**config.mk**
```make
export PLATFORM = sky130hd
export DESIGN_NAME = mul_div_unit
export DESIGN_NICKNAME = d
export VERILOG_FILES = /design/src/rtl/mul_div_unit.sv
export SDC_FILE = /design/constraint.sdc
export NUM_CORES = 1
export LEC_CHECK = 0
export CAP_MARGIN = 20
export CORE_AREA = 2 2 173 175
export DETAILED_ROUTE_END_ITERATION = 10
export DIE_AREA = 0 0 175 177
export PLACE_DENSITY = 0.78
export SYNTH_ARGS = -nofsm -noshare
export SYNTH_HDL_FRONTEND = slang
export SYNTH_SLANG_ARGS = --single-unit
```
**constraint.sdc**
```tcl
create_clock -name clk -period 3.05 [get_ports clk]
set_input_delay 0.61 -clock clk [delete_from_list [all_inputs] [get_ports clk]]
set_output_delay 0.61 -clock clk [all_outputs]
set_load 0.02 [all_outputs]
```
**src/rtl/mul_div_unit.sv**
```systemverilog
// Iterative RV32M multiply/divide unit: 32 shift-add or restoring-divide steps
// bracketed by an operand-latch cycle and a sign/special-case fix-up cycle.
module mul_div_unit #(
  parameter int WIDTH     = 32,
  parameter int IDX_WIDTH = 5,
  parameter int CNT_WIDTH = 6
) (
  input  logic                 clk,
  input  logic                 rst,
  input  logic                 start,
  input  logic [2:0]           op,
  input  logic [WIDTH-1:0]     operand_a,
  input  logic [WIDTH-1:0]     operand_b,
  input  logic [IDX_WIDTH-1:0] rd_index_in,
  output logic                 busy,
  output logic                 done,
  output logic [WIDTH-1:0]     result,
  output logic [IDX_WIDTH-1:0] rd_index_out
);

  localparam int DW = 2 * WIDTH;

  // Handshake: start is sampled only in IDLE; busy covers CALC..DONE; done
  // pulses for the single DONE cycle, when result/rd_index_out are valid.
  typedef enum logic [1:0] {S_IDLE, S_CALC, S_FIX, S_DONE} state_t;

  state_t state_q, state_d;

  logic [CNT_WIDTH-1:0] cnt_q, cnt_d;
  logic [2:0]           op_q;
  logic [IDX_WIDTH-1:0] rd_q;
  logic [WIDTH-1:0]     m_q;
  logic [DW-1:0]        acc_q, acc_d;
  logic [WIDTH-1:0]     a_raw_q;
  logic                 neg_q, rem_neg_q, div_zero_q, ovf_q;
  logic [WIDTH-1:0]     result_q, result_d;
  logic [IDX_WIDTH-1:0] rd_out_q;

  logic                 sign_a_en, sign_b_en, a_neg, b_neg, is_div;
  logic [WIDTH-1:0]     a_mag, b_mag;
  logic                 last_iter;

  logic [WIDTH:0]       mul_sum;
  logic [DW-1:0]        mul_next, div_next;
  logic                 div_ge;
  logic [WIDTH-1:0]     div_sub;

  logic [DW-1:0]        prod_fix;
  logic [WIDTH-1:0]     quot_fix, rem_fix;

  // Signedness per funct3: MUL/MULH/DIV/REM signed a and b, MULHSU signed a only.
  assign is_div    = op[2];
  assign sign_a_en = op[2] ? ~op[0] : (op[1:0] != 2'b11);
  assign sign_b_en = op[2] ? ~op[0] : ~op[1];
  assign a_neg     = sign_a_en & operand_a[WIDTH-1];
  assign b_neg     = sign_b_en & operand_b[WIDTH-1];
  assign a_mag     = a_neg ? -operand_a : operand_a;
  assign b_mag     = b_neg ? -operand_b : operand_b;
  assign last_iter = (cnt_q == CNT_WIDTH'(WIDTH - 1));

  // State register
  always_ff @(posedge clk) begin
    if (rst) state_q <= S_IDLE;
    else     state_q <= state_d;
  end

  // Next-state logic
  always_comb begin
    state_d = state_q;
    case (state_q)
      S_IDLE: if (start) state_d = S_CALC;
      S_CALC: if (last_iter) state_d = S_FIX;
      S_FIX:  state_d = S_DONE;
      S_DONE: state_d = S_IDLE;
      default: state_d = S_IDLE;
    endcase
  end

  // Output logic
  always_comb begin
    busy = 1'b0;
    done = 1'b0;
    case (state_q)
      S_CALC, S_FIX: busy = 1'b1;
      S_DONE: begin
        busy = 1'b1;
        done = 1'b1;
      end
      default: ;
    endcase
  end

  // acc holds {product_hi, multiplier} for multiply, {remainder, quotient} for divide.
  assign mul_sum  = {1'b0, acc_q[DW-1:WIDTH]} + (acc_q[0] ? {1'b0, m_q} : '0);
  assign mul_next = {mul_sum, acc_q[WIDTH-1:1]};
  assign div_ge   = acc_q[DW-1:WIDTH-1] >= {1'b0, m_q};
  assign div_sub  = acc_q[DW-2:WIDTH-1] - m_q;
  assign div_next = div_ge ? {div_sub, acc_q[WIDTH-2:0], 1'b1} : {acc_q[DW-2:0], 1'b0};

  assign prod_fix = neg_q ? -acc_q : acc_q;

  always_comb begin
    quot_fix = neg_q ? -acc_q[WIDTH-1:0] : acc_q[WIDTH-1:0];
    rem_fix  = rem_neg_q ? -acc_q[DW-1:WIDTH] : acc_q[DW-1:WIDTH];
    if (div_zero_q) begin
      quot_fix = '1;
      rem_fix  = a_raw_q;
    end else if (ovf_q) begin
      quot_fix = {1'b1, {(WIDTH-1){1'b0}}};
      rem_fix  = '0;
    end
  end

  always_comb begin
    result_d = result_q;
    acc_d    = acc_q;
    cnt_d    = cnt_q;
    if (state_q == S_CALC) begin
      acc_d = op_q[2] ? div_next : mul_next;
      cnt_d = cnt_q + 1'b1;
    end
    if (state_q == S_FIX) begin
      case (op_q)
        3'b000:         result_d = prod_fix[WIDTH-1:0];
        3'b100, 3'b101: result_d = quot_fix;
        3'b110, 3'b111: result_d = rem_fix;
        default:        result_d = prod_fix[DW-1:WIDTH];
      endcase
    end
  end

  always_ff @(posedge clk) begin
    if (rst) begin
      cnt_q      <= '0;
      op_q       <= '0;
      rd_q       <= '0;
      m_q        <= '0;
      acc_q      <= '0;
      a_raw_q    <= '0;
      neg_q      <= 1'b0;
      rem_neg_q  <= 1'b0;
      div_zero_q <= 1'b0;
      ovf_q      <= 1'b0;
      result_q   <= '0;
      rd_out_q   <= '0;
    end else if (state_q == S_IDLE) begin
      if (start) begin
        cnt_q      <= '0;
        op_q       <= op;
        rd_q       <= rd_index_in;
        m_q        <= is_div ? b_mag : a_mag;
        acc_q      <= {{WIDTH{1'b0}}, (is_div ? a_mag : b_mag)};
        a_raw_q    <= operand_a;
        neg_q      <= a_neg ^ b_neg;
        rem_neg_q  <= a_neg;
        div_zero_q <= (operand_b == '0);
        ovf_q      <= sign_b_en && (operand_a == {1'b1, {(WIDTH-1){1'b0}}}) &&
                      (operand_b == '1);
      end
    end else begin
      cnt_q    <= cnt_d;
      acc_q    <= acc_d;
      result_q <= result_d;
      if (state_q == S_FIX) rd_out_q <= rd_q;
    end
  end

  assign result       = result_q;
  assign rd_index_out = rd_out_q;

endmodule
```
==> results_dict.tcl, run 1 <==
set metrics [dict create \
    run_status "complete, but fails checks" \
    failed_checks "setup timing" \
    grt_pass1_wl_mm 98.9 \
    place_area_um2 19900 \
    pwr_density_cell_nw_per_um2 773 \
    layout-drive-gt1-share_pct 28.8 \
    endpoint_kind "register" \
    first_pass_iters 8 \
    power_mw 17.5 \
    io_pins 114 \
    die-height_um 177 \
    htreeDepth 4 \
    holdWs_ps 458 \
    maxCapViolCount 0 \
    timing.rr.end "acc_q[60]$_SDFFE_PP0P_" \
    r2r_slack_ps -870 \
    synth-async-reset-ratio_pct 0 \
    reg2reg_from "acc_q[0]$_SDFFE_PP0P_" \
    multiInputGateArea_um2 12900 \
    startpoint_type "register" \
    dieArea_um2 31000 \
    synth-seq-cells 185 \
    drtIter0Drc 2346 \
    grt_use_met1_pct 53.2 \
    nFillCells 2097 \
    cts.sinks 185 \
    finish.instance_area_um2 22600 \
    yosysSeqAreaShare_pct 23.3 \
    crit_arrival_ps 4250 \
    row_count 63 \
    hold_depth 2 \
    synth_warnings 0 \
    drtAntennaViolNets 0 \
    worstSetupPathType "register to register" \
    clkTransAtPathRegs_ps 80 \
    busiest_layer "met2" \
    start_util_pct 54.3 \
    grt_pass1_vias 18000 \
    yosysUniqueCellTypes 75 \
    synth_nets 2347 \
    max_freq_ghz 0.255 \
    vias 19600 \
    nets 2751 \
    antenna_found_initial 3 \
    synthesis.area_um2 15900 \
    wl_per_cell_um 23.4 \
    critPathRequiredTime_ps 3370 \
    die_w_um 175 \
    area_delta_synth_final_pct 42.1 \
    slew_headroom_pct 33.5 \
    cp_max_fo 7 \
    holdPathEnd "a_raw_q[23]$_SDFFE_PP0P_" \
    ctsRootBufferMaster "clkbuf_16" \
    fin_crit_ps 3920 \
    portBuffers 113 \
    place_congestion 0.971 \
    hold_viol 0 \
    globalRouteMet3Util_pct 5.99 \
    grt_remaining_overflow 0 \
    min_path_type "register to register" \
    min_from "a_raw_q[23]$_SDFFE_PP0P_" \
    grt_max_degree 140 \
    grt_usage_pct 40.9 \
    synth_edf_count 0 \
    fin_crit_sh_pct 129 \
    grtUsageMet2_pct 66.7 \
    finalSetupViolations 36 \
    rsz0062_at_grt "yes" \
    yosys.area.top_type_share_pct 23.3 \
    ir_worst_vdd_uv 655 \
    synth_cells 2195 \
    fp.coreArea_um2 29200 \
    final.setup.worst_slack_ps -875 \
    drc_errors 0 \
    clk_latency_ps 460 \
    power_leakage_nw 9.16 \
    wl_mm 70.3 \
    holdBufCountCts 0 \
    slew_viol_final 0 \
    ys_top_cells_by_area "dfxtp_1 23%, nand2_1 6.5%, a21oi_1 6.2%, ha_1 5.9%, xnor2_1 5.6%" \
    vias_per_cell 6.52 \
    ys.flop_type "dfxtp_1" \
    cts_buffers 17 \
    utilization_pct 77.2 \
    cts_tree "done" \
    synth_top_cell_by_area "dfxtp_1" \
    cts_buffer_depth 2 \
    avgSynthCellArea_um2 7.24 \
    seqCellArea_um2 3740 \
    crit_start "acc_q[0]$_SDFFE_PP0P_" \
    worst_pin_slew_ps 995 \
    clock_skew_ps 10.7 \
    hpwl_mm 48.7 \
    r2r.worst_path.cells 17 \
]
==> metrics by stage <==
| stage | worst slack, ps | cells | TNS [ps] |
|---|---|---|---|
| finish | -875 | 3003 | -7240 |
| global route | -818 | 3002 | -9070 |
| CTS | -110 | 2974 | -448 |
| detailed placement | -517 | 2917 | -22460 |
| global placement | -507 | 2917 | -18790 |
| floorplan | -58.0 | 2195 | -58.0 |
==> placed cells by master (no fill, tap or decap), types with 12 or more instances in the layout <==
cell	instances
o31ai_1	38
a21oi_2	21
o21a_1	15
nor2b_1	22
inv_1	42
dfxtp_2	14
clkdlybuf4s50_1	103
a21o_1	25
o221ai_1	26
nor2_1	191
dfxtp_1	165
nand3_1	37
o22ai_1	14
or3_4	15
ha_4	22
a22oi_1	25
a21oi_1	172
o21ai_0	90
nand2_1	270
nor3_1	63
nand4_1	19
buf_4	398
o21ai_1	28
buf_6	25
xor2_1	96
clkbuf_16	18
inv_2	12
or3_1	20
mux2i_1	53
a211oi_1	25
ha_1	49
o21ai_2	13
nor4_1	15
o211ai_1	34
nor2_2	12
nand2b_1	14
xnor2_1	91
==> critical path: stages, from the launching register on <==
cell	delay, ps
dfxtp_2	330
buf_6	130
inv_6	60
buf_12	150
buf_8	140
nor2_2	50
ha_1	340
buf_6	130
nand3_4	160
nor3_4	440
nand4_1	590
nand3_2	370
o31ai_4	80
buf_6	140
o21ai_2	180
a21oi_1	90
a31oi_1	240
o211ai_1	150
==> cells by family (layout without fill, tap and decap cells) <==
group           after synthesis  in the layout  synth area share, %
mux                          65             65                 4.16
xor+xnor                    200            200                 11.0
simple gates                779            779                 22.6
compound gates              666            666                 27.3
other cells                   0              1                    0
fa+ha+maj                    77             77                 6.16
flops                       185            185                 23.3
buf+inv                     223            640                 5.42
==> synthesized netlist by cell type (13+ instances only) <==
cell        n
o21ai_0   132
clkbuf_1  145
nand2b_1   15
nor2_1    212
mux2i_1    57
nor3_1     70
o221ai_1   30
nand2_1   277
a211oi_1   34
dfxtp_1   185
inv_1      57
nand3_1    42
xor2_1     99
nand4_1    19
and3_1     13
ha_1       75
nor4_1     21
nor2b_1    24
o22ai_1    14
or4_1      17
or3_1      31
o21a_1     15
o211ai_1   34
a21o_1     25
xnor2_1   101
o31ai_1    51
a22oi_1    25
a21oi_1   196
==> power by group <==
part,internal [mW],total [mW],switching [mW]
clock,1.25,2.43,1.18
sequential,3.03,3.57,0.535
combinational,4.92,11.5,6.55
==> registers in the layout, summed over array words and instances (netlist names), 2 cells and up <==
name          count
acc_q            64
a_raw_q          32
m_q              32
result           32
cnt_q             6
rd_index_out      5
rd_q              5
op_q              3
state_q           2
==> how the worst max path moves through the flow <==
stage / to / cells past startpoint
floorplan: acc_q[61]$_SDFFE_PP0P_ / 13
global placement: acc_q[27]$_SDFFE_PP0P_ / 10
detailed placement: acc_q[29]$_SDFFE_PP0P_ / 12
CTS: result[15]$_SDFFE_PP0P_ / 10
global route: acc_q[62]$_SDFFE_PP0P_ / 16
finish: acc_q[60]$_SDFFE_PP0P_ / 17
==> per-layer routing <==
metal | vias up | wire length (um)
met5 | - | 75
met1 | 9277 | 27400
met2 | 1254 | 31600
li1 | 8741 | -
met3 | 310 | 7170
met4 | 6 | 4120
==> cell type report <==
cell class / instances / share of cell area [%]
clock inverter: 14 / 0.792
multi-input combinational: 1787 / 57.0
timing repair buffer: 548 / 20.5
antenna: 1 / 0.0111
inverter: 60 / 1.04
sequential: 185 / 16.6
tap: 390 / 2.16
clock buffer: 18 / 1.90
==> what timing repair did <==
action	CTS	global route
cloned	1	0
setup endpoints to repair	61	77
resized for setup	144	256
setup buffers	27	34
pin swaps	56	140
Note: power is estimated with default switching activity, not from simulation.
==> run 2: changes to the inputs <==
==> config.mk (replaced) <==
export PLATFORM = sky130hd
export DESIGN_NAME = mul_div_unit
export DESIGN_NICKNAME = d
export VERILOG_FILES = /design/src/rtl/mul_div_unit.sv
export SDC_FILE = /design/constraint.sdc
export NUM_CORES = 1
export LEC_CHECK = 0
export CORE_AREA = 2 2 187 189
export DETAILED_ROUTE_END_ITERATION = 10
export DIE_AREA = 0 0 189 191
export PLACE_DENSITY = 0.66
export SYNTH_ARGS = -nofsm -noshare
export SYNTH_HDL_FRONTEND = slang
export SYNTH_SLANG_ARGS = --single-unit
==> constraint.sdc (replaced) <==
create_clock -name clk -period 4.3 [get_ports clk]
set_input_delay 0.86 -clock clk [delete_from_list [all_inputs] [get_ports clk]]
set_output_delay 0.86 -clock clk [all_outputs]
set_load 0.02 [all_outputs]
==> results_dict.tcl, run 2 (synthesis results as in run 1) <==
set metrics [dict create \
    run_status "completed" \
    antennaDiodeCount 0 \
    slew_headroom_pct 28.0 \
    fin_crit_ps 3910 \
    layout-drive-gt1-share_pct 6.55 \
    most-common-layout-cells "276 x nand2_1, 210 x nor2_1, 196 x a21oi_1" \
    final_common_cell "nand2_1" \
    antenna_found_initial 1 \
    first_pass_iters 6 \
    grt_max_degree 74 \
    wl_per_cell_um 23.0 \
    die_w_um 189 \
    fin_crit_sh_pct 90.9 \
    grt_usage_pct 33.8 \
    startpoint_type "register" \
    finish.instance_area_um2 18100 \
    worst_pin_slew_ps 1070 \
    seqCellArea_um2 3710 \
    drc_errors 0 \
    crit_arrival_ps 4260 \
    dieArea_um2 36100 \
    portBuffers 113 \
    grt_pass1_vias 15600 \
    finalSetupViolations 0 \
    grt_use_met1_pct 48.5 \
    critPathRequiredTime_ps 4650 \
    io_pins 114 \
    clkTransAtPathRegs_ps 80 \
    max_freq_ghz 0.256 \
    nFillCells 3350 \
    row_count 68 \
    postCtsSetupBuffers 0 \
    drtAntennaViolNets 0 \
    multiInputGateArea_um2 11400 \
    nets 2382 \
    wl_mm 61.9 \
    vias_per_cell 6.38 \
    cts_buffers 17 \
    cts_tree "done" \
    fp.coreArea_um2 34100 \
    cts_buffer_depth 2 \
    pwr_density_cell_nw_per_um2 561 \
    place_congestion 0.944 \
    maxCapViolCount 0 \
    setup-tns-final_ps 0 \
    globalRouteMet3Util_pct 5.56 \
    ctsRootBufferMaster "clkbuf_16" \
    grtUsageMet2_pct 51.6 \
    start_util_pct 46.6 \
    min_path_type "register to register" \
    slew_viol_final 0 \
    cts_resized 0 \
    place_area_um2 17500 \
    power_leakage_nw 6.97 \
    regMostFlops "acc_q" \
    cts.sinks 185 \
    grt_pass1_wl_mm 94.1 \
    grt_remaining_overflow 0 \
    endpoint_kind "register" \
    area_delta_synth_final_pct 13.9 \
    cp_max_fo 12 \
    htreeDepth 4 \
    vias 17200 \
    rsz0062_at_grt "no" \
    drtIter0Drc 2269 \
    worstSetupPathType "register to register" \
    ir_worst_vdd_uv 519 \
    holdBufCountCts 0 \
    die-height_um 191 \
    largest_register_ffs 64 \
    clk_latency_ps 470 \
    hold_viol 0 \
    hpwl_mm 47.7 \
    clock_skew_ps 18.7 \
    busiest_layer "met2" \
]
==> run 2: changes by cell type in the layout (fill, tap and decap cells not counted), sizes merged <==
cell	change
dlymetal6s2s	-8
clkbuf	-2
clkdlybuf4s50	+8
inv	-2
buf	-368
clkinvlp	-1
diode	-1
clkinv	+5
bufinv	-1
==> run 2: final cells by class <==
cell class,count,area share (%)
Tap cell,455,3.14
Multi-Input combinational cell,1787,62.7
Clock buffer,17,2.35
Clock inverter,15,1.00
Timing Repair Buffer,179,9.08
Inverter,60,1.24
Sequential cell,185,20.5
==> run 2: critical path: stages, from the launching register on <==
cell	delay [ps]
dfxtp_1	660
ha_1	300
inv_1	80
fa_1	400
nor2b_1	180
o31ai_1	110
a21boi_0	370
a41oi_1	330
o21ba_2	320
and3_1	230
nor3_1	330
mux2i_1	120
or3_1	370
==> run 2: metal layers <==
| layer | wire length (um) | vias to the layer above |
|---|---|---|
| met5 | 0 | - |
| met4 | 1670 | 0 |
| met3 | 5770 | 88 |
| met2 | 26700 | 905 |
| met1 | 27800 | 8198 |
| li1 | - | 8016 |
==> run 2: final timing paths <==
kind	cells after the start	startpoint	slack, ps	endpoint
worst max-delay path	12	acc_q[32]$_SDFFE_PP0P_	390	acc_q[61]$_SDFFE_PP0P_
worst min-delay path	2	a_raw_q[21]$_SDFFE_PP0P_	460	a_raw_q[21]$_SDFFE_PP0P_
worst max register to register	12	acc_q[32]$_SDFFE_PP0P_	390	acc_q[61]$_SDFFE_PP0P_
worst min register to register	2	a_raw_q[21]$_SDFFE_PP0P_	460	a_raw_q[21]$_SDFFE_PP0P_
==> run 2: through the flow <==
step	hold WS [ps]	setup WS, ps	util, %	power [mW]	std cells
6_report	458	393	53.1	10.2	2698
5_1_grt	475	179	53.1	10.7	2698
4_1_cts	458	466	53.1	9.99	2698
3_5_place_dp	448	253	51.3	8.31	2666
3_3_place_gp	442	309	51.3	8.27	2666
2_1_floorplan	432	932	-	6.38	2195
==> run 2: report_power, final <==
group          switching [mW]  total [mW]  internal (mW)  leakage (nW)
registers               0.576        2.71           2.14          1.51
clock network           0.855        1.69          0.835         0.295
logic                    3.61        5.76           2.15          5.16
total                    5.04        10.2           5.13          6.97
